`src/rtl/seg_scan_ctrl.sv`:
```
// Time-multiplexed BCD scan controller for an N-digit 7-segment display.
// Optional build macro SEG_SCAN_ZERO_BLANK_EN: blank leading zeros at commit.
module seg_scan_ctrl #(
  parameter int unsigned N_DIGITS       = 4,
  parameter int unsigned SCAN_DIV       = 50000,
  parameter int unsigned BLANK_CYC      = 16,
  parameter bit          DIG_ACTIVE_LOW = 1'b1
) (
  input  logic                  clk,
  input  logic                  rst,
  input  logic [4*N_DIGITS-1:0] iVAL,
  input  logic                  iLOAD,
  output logic                  oPEND,
  output logic [3:0]            oDEC,
  output logic [N_DIGITS-1:0]   oDIG,
  output logic                  oFRAME
);

  localparam int unsigned VAL_W   = 4 * N_DIGITS;
  localparam int unsigned MAX_CYC = (SCAN_DIV > BLANK_CYC) ? SCAN_DIV : BLANK_CYC;
  localparam int unsigned CNT_W   = $clog2(MAX_CYC + 1);
  localparam int unsigned IDX_W   = (N_DIGITS > 1) ? $clog2(N_DIGITS) : 1;

  localparam logic [CNT_W-1:0]    SHOW_LAST  = CNT_W'(SCAN_DIV - 1);
  localparam logic [CNT_W-1:0]    BLANK_LAST = CNT_W'(BLANK_CYC - 1);
  localparam logic [IDX_W-1:0]    IDX_LAST   = IDX_W'(N_DIGITS - 1);
  localparam logic [N_DIGITS-1:0] DIG_OFF    = {N_DIGITS{DIG_ACTIVE_LOW}};
  localparam logic [VAL_W-1:0]    VAL_DARK   = {VAL_W{1'b1}};

  typedef enum logic {
    ST_BLANK = 1'b0,
    ST_SHOW  = 1'b1
  } state_e;

  state_e                state_q, state_d;
  logic [IDX_W-1:0]      idx_q, idx_d;
  logic [CNT_W-1:0]      cnt_q, cnt_d;
  logic [VAL_W-1:0]      disp_q, disp_d;
  logic [VAL_W-1:0]      pend_q, pend_d;
  logic                  pflag_q, pflag_d;
  logic                  frame_q, frame_d;
  logic [3:0]            dec_q, dec_d;
  logic [N_DIGITS-1:0]   dig_q, dig_d;
  logic [N_DIGITS-1:0]   sel_c;

`ifdef SEG_SCAN_ZERO_BLANK_EN
  // Leading zeros from the top digit down become dark; digit 0 always shows.
  function automatic logic [VAL_W-1:0] blank_lead(input logic [VAL_W-1:0] v);
    logic lead;
    blank_lead = v;
    lead       = 1'b1;
    for (int i = int'(N_DIGITS) - 1; i >= 1; i--) begin
      if (lead && (v[i*4 +: 4] == 4'h0)) begin
        blank_lead[i*4 +: 4] = 4'hF;
      end else begin
        lead = 1'b0;
      end
    end
  endfunction
`endif

  // Next-state, commit/load handling and registered output decode
  always_comb begin
    state_d = state_q;
    idx_d   = idx_q;
    cnt_d   = cnt_q + CNT_W'(1);
    disp_d  = disp_q;
    pend_d  = pend_q;
    pflag_d = pflag_q;
    frame_d = 1'b0;
    dec_d   = 4'hF;
    sel_c   = '0;

    unique case (state_q)
      ST_BLANK: begin
        if (cnt_q == BLANK_LAST) begin
          state_d = ST_SHOW;
          cnt_d   = '0;
        end
      end
      ST_SHOW: begin
        if (cnt_q == SHOW_LAST) begin
          state_d = ST_BLANK;
          cnt_d   = '0;
          if (idx_q == IDX_LAST) begin
            idx_d = '0;
            if (pflag_q) begin
`ifdef SEG_SCAN_ZERO_BLANK_EN
              disp_d = blank_lead(pend_q);
`else
              disp_d = pend_q;
`endif
              pflag_d = 1'b0;
              frame_d = 1'b1;
            end
          end else begin
            idx_d = idx_q + IDX_W'(1);
          end
        end
      end
      default: state_d = ST_BLANK;
    endcase

    // A load on the commit edge lands after the old value has been taken
    if (iLOAD) begin
      pend_d  = iVAL;
      pflag_d = 1'b1;
    end

    if (state_d == ST_SHOW) begin
      for (int i = 0; i < int'(N_DIGITS); i++) begin
        if (idx_d == IDX_W'(i)) begin
          dec_d    = disp_d[i*4 +: 4];
          sel_c[i] = 1'b1;
        end
      end
    end
    dig_d = DIG_ACTIVE_LOW ? ~sel_c : sel_c;
  end

  always_ff @(posedge clk or negedge rst) begin
    if (!rst) begin
      state_q <= ST_BLANK;
      idx_q   <= '0;
      cnt_q   <= '0;
      disp_q  <= VAL_DARK;
      pend_q  <= VAL_DARK;
      pflag_q <= 1'b0;
      frame_q <= 1'b0;
      dec_q   <= 4'hF;
      dig_q   <= DIG_OFF;
    end else begin
      state_q <= state_d;
      idx_q   <= idx_d;
      cnt_q   <= cnt_d;
      disp_q  <= disp_d;
      pend_q  <= pend_d;
      pflag_q <= pflag_d;
      frame_q <= frame_d;
      dec_q   <= dec_d;
      dig_q   <= dig_d;
    end
  end

  assign oPEND  = pflag_q;
  assign oDEC   = dec_q;
  assign oDIG   = dig_q;
  assign oFRAME = frame_q;

endmodule

```
`config.mk`:
```
export PLATFORM = sky130hd
export DESIGN_NAME = seg_scan_ctrl
export DESIGN_NICKNAME = d
export VERILOG_FILES = /design/src/rtl/seg_scan_ctrl.sv
export SDC_FILE = /design/constraint.sdc
export NUM_CORES = 1
export LEC_CHECK = 0
export BUFFER_PORTS_ARGS = -buffer_cell sky130_fd_sc_hd__buf_2
export CAP_MARGIN = 10
export CORE_ASPECT_RATIO = 0.9
export CORE_MARGIN = 2
export CORE_UTILIZATION = 40
export CTS_CLUSTER_DIAMETER = 80
export DETAILED_ROUTE_END_ITERATION = 8
export GPL_TIMING_DRIVEN = 0
export PLACE_DENSITY = 0.57
export SETUP_SLACK_MARGIN = 0.1
export SLEW_MARGIN = 20
export SYNTH_ARGS = -nofsm -noshare
export SYNTH_HDL_FRONTEND = slang
export SYNTH_SLANG_ARGS = --single-unit
```
`constraint.sdc`:
```
create_clock -name clk -period 2.2 [get_ports clk]
set_input_delay 0.44 -clock clk [delete_from_list [all_inputs] [get_ports clk]]
set_output_delay 0.44 -clock clk [all_outputs]
set_load 0.1 [all_outputs]
```
Word-level counts from Yosys, hierarchy flattened
Index checks and enable logic that the tools add are counted.
Storage, ports and cells
  bits in registers: 61
  bits in latches: 0
  bits in writable memories: 0
  memory bits (read-only): 0
  bits of input ports: 19
  output and inout port bits: 10
  logic and storage cells: 55
  memories: 0
Operators by class
  add/subtract/negate cells: 2
  multiply operators: 0
  div/mod/pow operators: 0
  magnitude comparators: 0
  equality and inequality tests: 6
  shift operators: 0
  multiplexer cells: 31
  bitwise gates (word level): 2
  reduce and logical (&&, ||, !) cells: 5
Operator list (number)
  16-bit two-way mux: 6
  16-bit case mux with 2 select lines: 1
  4-bit two-way mux: 6
  16-bit by 1-bit adder with 16-bit output (second input constant): 1
  16-bit equality test (second input constant): 1
  16-bit by 4-bit equality test with 1-bit output (second input constant): 1
  1-bit two-way mux: 14
  2-bit equality test (second input constant): 3
  2-bit two-way mux: 3
  2-bit nonzero test: 3
  4-bit inverter: 1
  3-bit AND reduction: 1
  2-bit by 1-bit adder with 2-bit output (second input constant): 1
  2-bit by 1-bit equality test with 1-bit output (second input constant): 1
  2-bit logical NOT: 1
  1-bit case mux with 2 select lines: 1
  1-bit inverter: 1

Depth between registers and ports, before layout
  depth after elaboration: 10
  gate-level depth with buffers: 9
  mapped depth without buffers: 8

Worst setup path after synthesis
OpenSTA, ideal clock, no wires.
  path type: flip-flop to flip-flop
  start: reg cnt_q[4]
  end: reg dec_q[2], in the netlist oDEC[2]
  library setup time: 88 ps
  data arrival time: 2301 ps
  setup slack: -189 ps
  cell stages (with the launch flop): 8
  path buffers: 1
  clock period less this slack: 2389 ps
  cells stage by stage: dfrtp_1 -> or4_4 -> nor4_4 -> and2_1 -> buf_6 -> mux2_2 -> a211oi_1 -> a22oi_2
Between the ends
  word-level cells in the longest chain between the ends: 9
Ends and longest elaborated chain
  start: declaration: line 37  | logic [CNT_W-1:0] cnt_q, cnt_d;
  start signal: assignment: line 135  | cnt_q <= cnt_d;
  16-bit equality test: line 82  | if (cnt_q == SHOW_LAST) begin
  2-bit two-way mux: line 82
  2-bit two-way mux: line 74  | unique case (state_q)
  2-bit logical NOT: line 112  | if (idx_d == IDX_W'(i)) begin
  4-bit two-way mux (4 in series): line 112
  4-bit two-way mux (*): line 110  | if (state_d == ST_SHOW) begin
  named net dec_d[2]: line 42  | logic [3:0] dec_q, dec_d;
  end signal: assignment: line 130  | dec_q <= 4'hF;
  end signal: assignment: line 140  | dec_q <= dec_d;
  end: declaration: line 42
The timed path passes the listed nets; every way through them passes the cells marked *.
A chain may end at the register's enable or synchronous reset.

Worst setup path in the final report
  start: reg cnt_q[13]
  end: reg dig_q[1], in the netlist oDIG[1]
Between the ends
  word-level cells in the longest chain between the ends: 7
Ends and longest elaborated chain
  16-bit equality test: line 82
  2-bit two-way mux: line 82
  2-bit two-way mux: line 74
  named net idx_d[1]: line 36  | logic [IDX_W-1:0] idx_q, idx_d;
  2-bit by 1-bit equality test with 1-bit output: line 112
  1-bit two-way mux: line 112
  4-bit two-way mux: line 110
  4-bit inverter: line 118  | dig_d = DIG_ACTIVE_LOW ? ~sel_c : sel_c;
  named net dig_d[1]: line 43  | logic [N_DIGITS-1:0] dig_q, dig_d;
  end signal: assignment: line 141  | dig_q <= dig_d;
  end: declaration: line 43
The timed path passes the listed nets, and every way through them passes these cells.

==> impl_metrics.tcl <==
set metrics [dict create \
    status "finished, violations left" \
    violations "negative setup slack" \
    synth-warning-count 0 \
    cp_data_required_time_ps 2450 \
    postSynthNetCount 216 \
    utilization_pct 50.0 \
    setup_slack_ps -52.2 \
    synth_cells 195 \
    final_period_minus_worst_setup_slack_ps 2250 \
    syn_area_um2 2660 \
    slew_violations 0 \
    ys_types 38 \
    layout_worst_path_cycle_share_pct 102 \
    max-cap-violations 0 \
    clk_root_buffer_cell "sky130_fd_sc_hd__clkbuf_8" \
    netlist_top_cells_area "sky130_fd_sc_hd__dfstp_2, sky130_fd_sc_hd__dfrtp_1, sky130_fd_sc_hd__mux2_2" \
    remaining_drc_errors 0 \
    start_util_pct 40.8 \
    timing.hold.worst.class "primary input to async pin" \
    synthDominantAreaCellType "sky130_fd_sc_hd__dfstp_2" \
    dominantRegCellSynth "sky130_fd_sc_hd__dfstp_2" \
    fin_total_pwr_mw 2.27 \
    boundaryPins 29 \
    rows 28 \
    cts_htree_levels 3 \
    synth_top_area_share_pct 39.5 \
    critPathBufInv 1 \
    tritoncts_num_sinks 61 \
    worst_slew_pin_tran_ps 733 \
    worstPathCellList "or3_4 > nor4_4 > and2_4 > buf_6 > mux2_4 > or3_4" \
    setup_violations 5 \
    fin_tns_setup_ps -136 \
    vias_in_the_first_global_route 1622 \
    timing.critical_path.mode_cell "sky130_fd_sc_hd__or3_4" \
    cpPeakStageDelay_ps 410 \
    worstPathMaxFanout 7 \
    worst-setup-path-type "flop to flop" \
    first_pass_grt_wire_length_um 7950 \
    cts.hold.buffers_added 0 \
    postRouteWirelength_um 4800 \
    die_x_um 90.0 \
    synth-seq-area-share_pct 59.2 \
    ys_async_sr_fraction_pct 100 \
    final.setup_skew_ps 8.06 \
    clk_transition_reported_paths_ps 60 \
    switching_power_mw 0.472 \
    hold_viol 0 \
    antenna_found_initial 0 \
    seq_power_share_pct 52.4 \
    leading_cell_types_in_the_layout_fill_and_taps_excluded "sky130_fd_sc_hd__dfstp_2, sky130_fd_sc_hd__buf_2, sky130_fd_sc_hd__mux2_2, sky130_fd_sc_hd__dfrtp_1, sky130_fd_sc_hd__nor2_1" \
    design.final.nets 262 \
    worstSetupEndpointType "flop" \
    ant_nets 0 \
    drive_gt1_share_pct 57.3 \
    die_height_um 81.4 \
    power_per_cell_area_nw_per_um2 697 \
    cpMaxStageDelayCell "sky130_fd_sc_hd__dfrtp_1" \
    clkPwrFrac_pct 44.2 \
    area_of_the_core_um2 6520 \
    largest_net_degree_at_the_start_of_global_routing 62 \
    ir_worst_vdd_mv 0.375 \
    cts_tree "built" \
    clkLatencyLatePin_ps 330 \
    die-area_um2 7320 \
    place_hpwl_um 3120 \
    synth_enable_flop_cells 0 \
    p_leak_nw 1.44 \
    cts_buffers 9 \
    overall_global_routing_usage_pct 14.4 \
    cellInternalPower_mw 1.80 \
    rsz0062_at_grt "true" \
    mostFrequentLayoutCell "sky130_fd_sc_hd__dfstp_2" \
    clock.fmax_ghz 0.444 \
    synthToLayoutAreaGrowth_pct 22.5 \
    num_antenna_cells 0 \
    critPathLaunchType "flop" \
    avgSynthCellArea_um2 13.6 \
    cts-root-to-sink-buffers 2 \
    overflow_left_after_global_routing 0 \
    route.detailed.wl_per_inst_um 14.3 \
    placement.io_buffers 27 \
    final_weighted_congestion_in_routability_driven_placement 0.815 \
    synth_seq_cells 61 \
    first_pass_drt_iterations 4 \
    dr_total_vias 1614 \
    power.switching_fraction_pct 20.8 \
    worst_slew_margin_pct 51.1 \
    fillerInstances 599 \
    cp_data_arrival_time_ps 2510 \
    post_drt_via_cell_ratio 4.80 \
    combPwrFrac_pct 3.4 \
    drtIter0Drc 66 \
    critical_path.top_delay_family "simple AND/OR/NAND/NOR gates" \
]
[registers in the layout, indices dropped and copies added, names as in the netlist]
signal,flops
cnt_q,16
oDEC,4
pend_q,16
idx_q,2
disp_q,16
oDIG,4
oPEND,1
state_q,1
oFRAME,1
[timing repair]
| action | in CTS | in global routing |
|---|---|---|
| endpoints found under the setup margin | 8 | 10 |
| gates resized for setup | 8 | 4 |
| buffers inserted | 5 | 2 |
| cloned | 0 | 1 |
| endpoints found under the hold margin | 0 | 0 |
| pin swaps | 0 | 0 |
[layout make-up]
class | count | area, um^2 | area share, %
Clock inverter | 4 | 45.0 | 1.38
Multi-Input combinational cell | 128 | 1100 | 33.9
Inverter | 2 | 10.0 | 0.307
Clock buffer | 12 | 156 | 4.80
Sequential cell | 61 | 1580 | 48.4
Timing Repair Buffer | 35 | 215 | 6.60
Buffer | 4 | 38.8 | 1.19
Tap cell | 90 | 113 | 3.45
[kinds of logic (layout without fill, tap and decap cells)]
kind of cell | Yosys count | in the layout | share of synthesized area (%)
compound gates | 13 | 13 | 3.67
flops | 61 | 61 | 59.2
simple gates | 60 | 60 | 12.7
fa+ha+maj | 2 | 2 | 0.940
buf+inv | 6 | 57 | 1.41
xor+xnor | 14 | 14 | 4.61
mux | 39 | 39 | 17.4
[power groups by stage]
stage               clock network [mW]  registers (mW)  logic [mW]
floorplan                            0            1.20      0.0375
global placement                     0            1.21      0.0778
detailed placement                   0            1.21      0.0797
CTS                               1.05            1.19      0.0799
global route                      1.09            1.20      0.0875
finish                            1.01            1.19      0.0767
[worst reg2reg max path, cell delays in order, from the launching register on]
cell	delay, ps
sky130_fd_sc_hd__dfrtp_1	410
sky130_fd_sc_hd__or3_4	410
sky130_fd_sc_hd__nor4_4	330
sky130_fd_sc_hd__and2_4	200
sky130_fd_sc_hd__buf_6	120
sky130_fd_sc_hd__mux2_4	360
sky130_fd_sc_hd__or3_4	340
[worst paths after layout]
check | startpoint | endpoint | slack (ps) | cells past startpoint
max | cnt_q[13] | oDIG[1] | -50 | 6
min | rst | state_q | 180 | 1
max reg2reg | cnt_q[13] | oDIG[1] | -50 | 6
min reg2reg | cnt_q[0] | cnt_q[0] | 460 | 1
max in group asynchronous | rst | cnt_q[3] | 1550 | 1
min in group clk | iVAL[6] | pend_q[6] | 330 | 2
[synthesized netlist by cell type (2+ instances only)]
cell type                  count
sky130_fd_sc_hd__a21oi_1       3
sky130_fd_sc_hd__buf_6         2
sky130_fd_sc_hd__o211ai_1      2
sky130_fd_sc_hd__mux2_2       26
sky130_fd_sc_hd__xor2_1        9
sky130_fd_sc_hd__nand3b_1      2
sky130_fd_sc_hd__dfstp_2      40
sky130_fd_sc_hd__and2_1        2
sky130_fd_sc_hd__nor2_1       14
sky130_fd_sc_hd__nand4_1       4
sky130_fd_sc_hd__clkbuf_1      2
sky130_fd_sc_hd__nand2_1       8
sky130_fd_sc_hd__ha_1          2
sky130_fd_sc_hd__dfrtp_1      21
sky130_fd_sc_hd__or3_1         2
sky130_fd_sc_hd__nand3_1       8
sky130_fd_sc_hd__xnor2_1       5
sky130_fd_sc_hd__and3_1        9
sky130_fd_sc_hd__mux2_4        8
sky130_fd_sc_hd__nand2b_1      3
sky130_fd_sc_hd__a22oi_2       2
sky130_fd_sc_hd__mux2i_1       5
[per-layer routing]
metal  track usage, %  share of wire (%)
met5                0                  0
met4             7.38                1.9
met3             5.01                4.0
met2             19.7                 41
met1             20.2                 53
[stage by stage]
step           hold WS (ps)  instance area (um^2)  cells  setup slack, ps
2_1_floorplan           144                  2690    195             7.27
3_3_place_gp            448                  2930    312             -155
3_5_place_dp            456                  2940    312             -151
4_1_cts                 197                  3210    333            -29.0
5_1_grt                 219                  3260    336             -143
6_report                183                  3260    336            -52.2
Note: power is estimated with default switching activity, not from simulation.
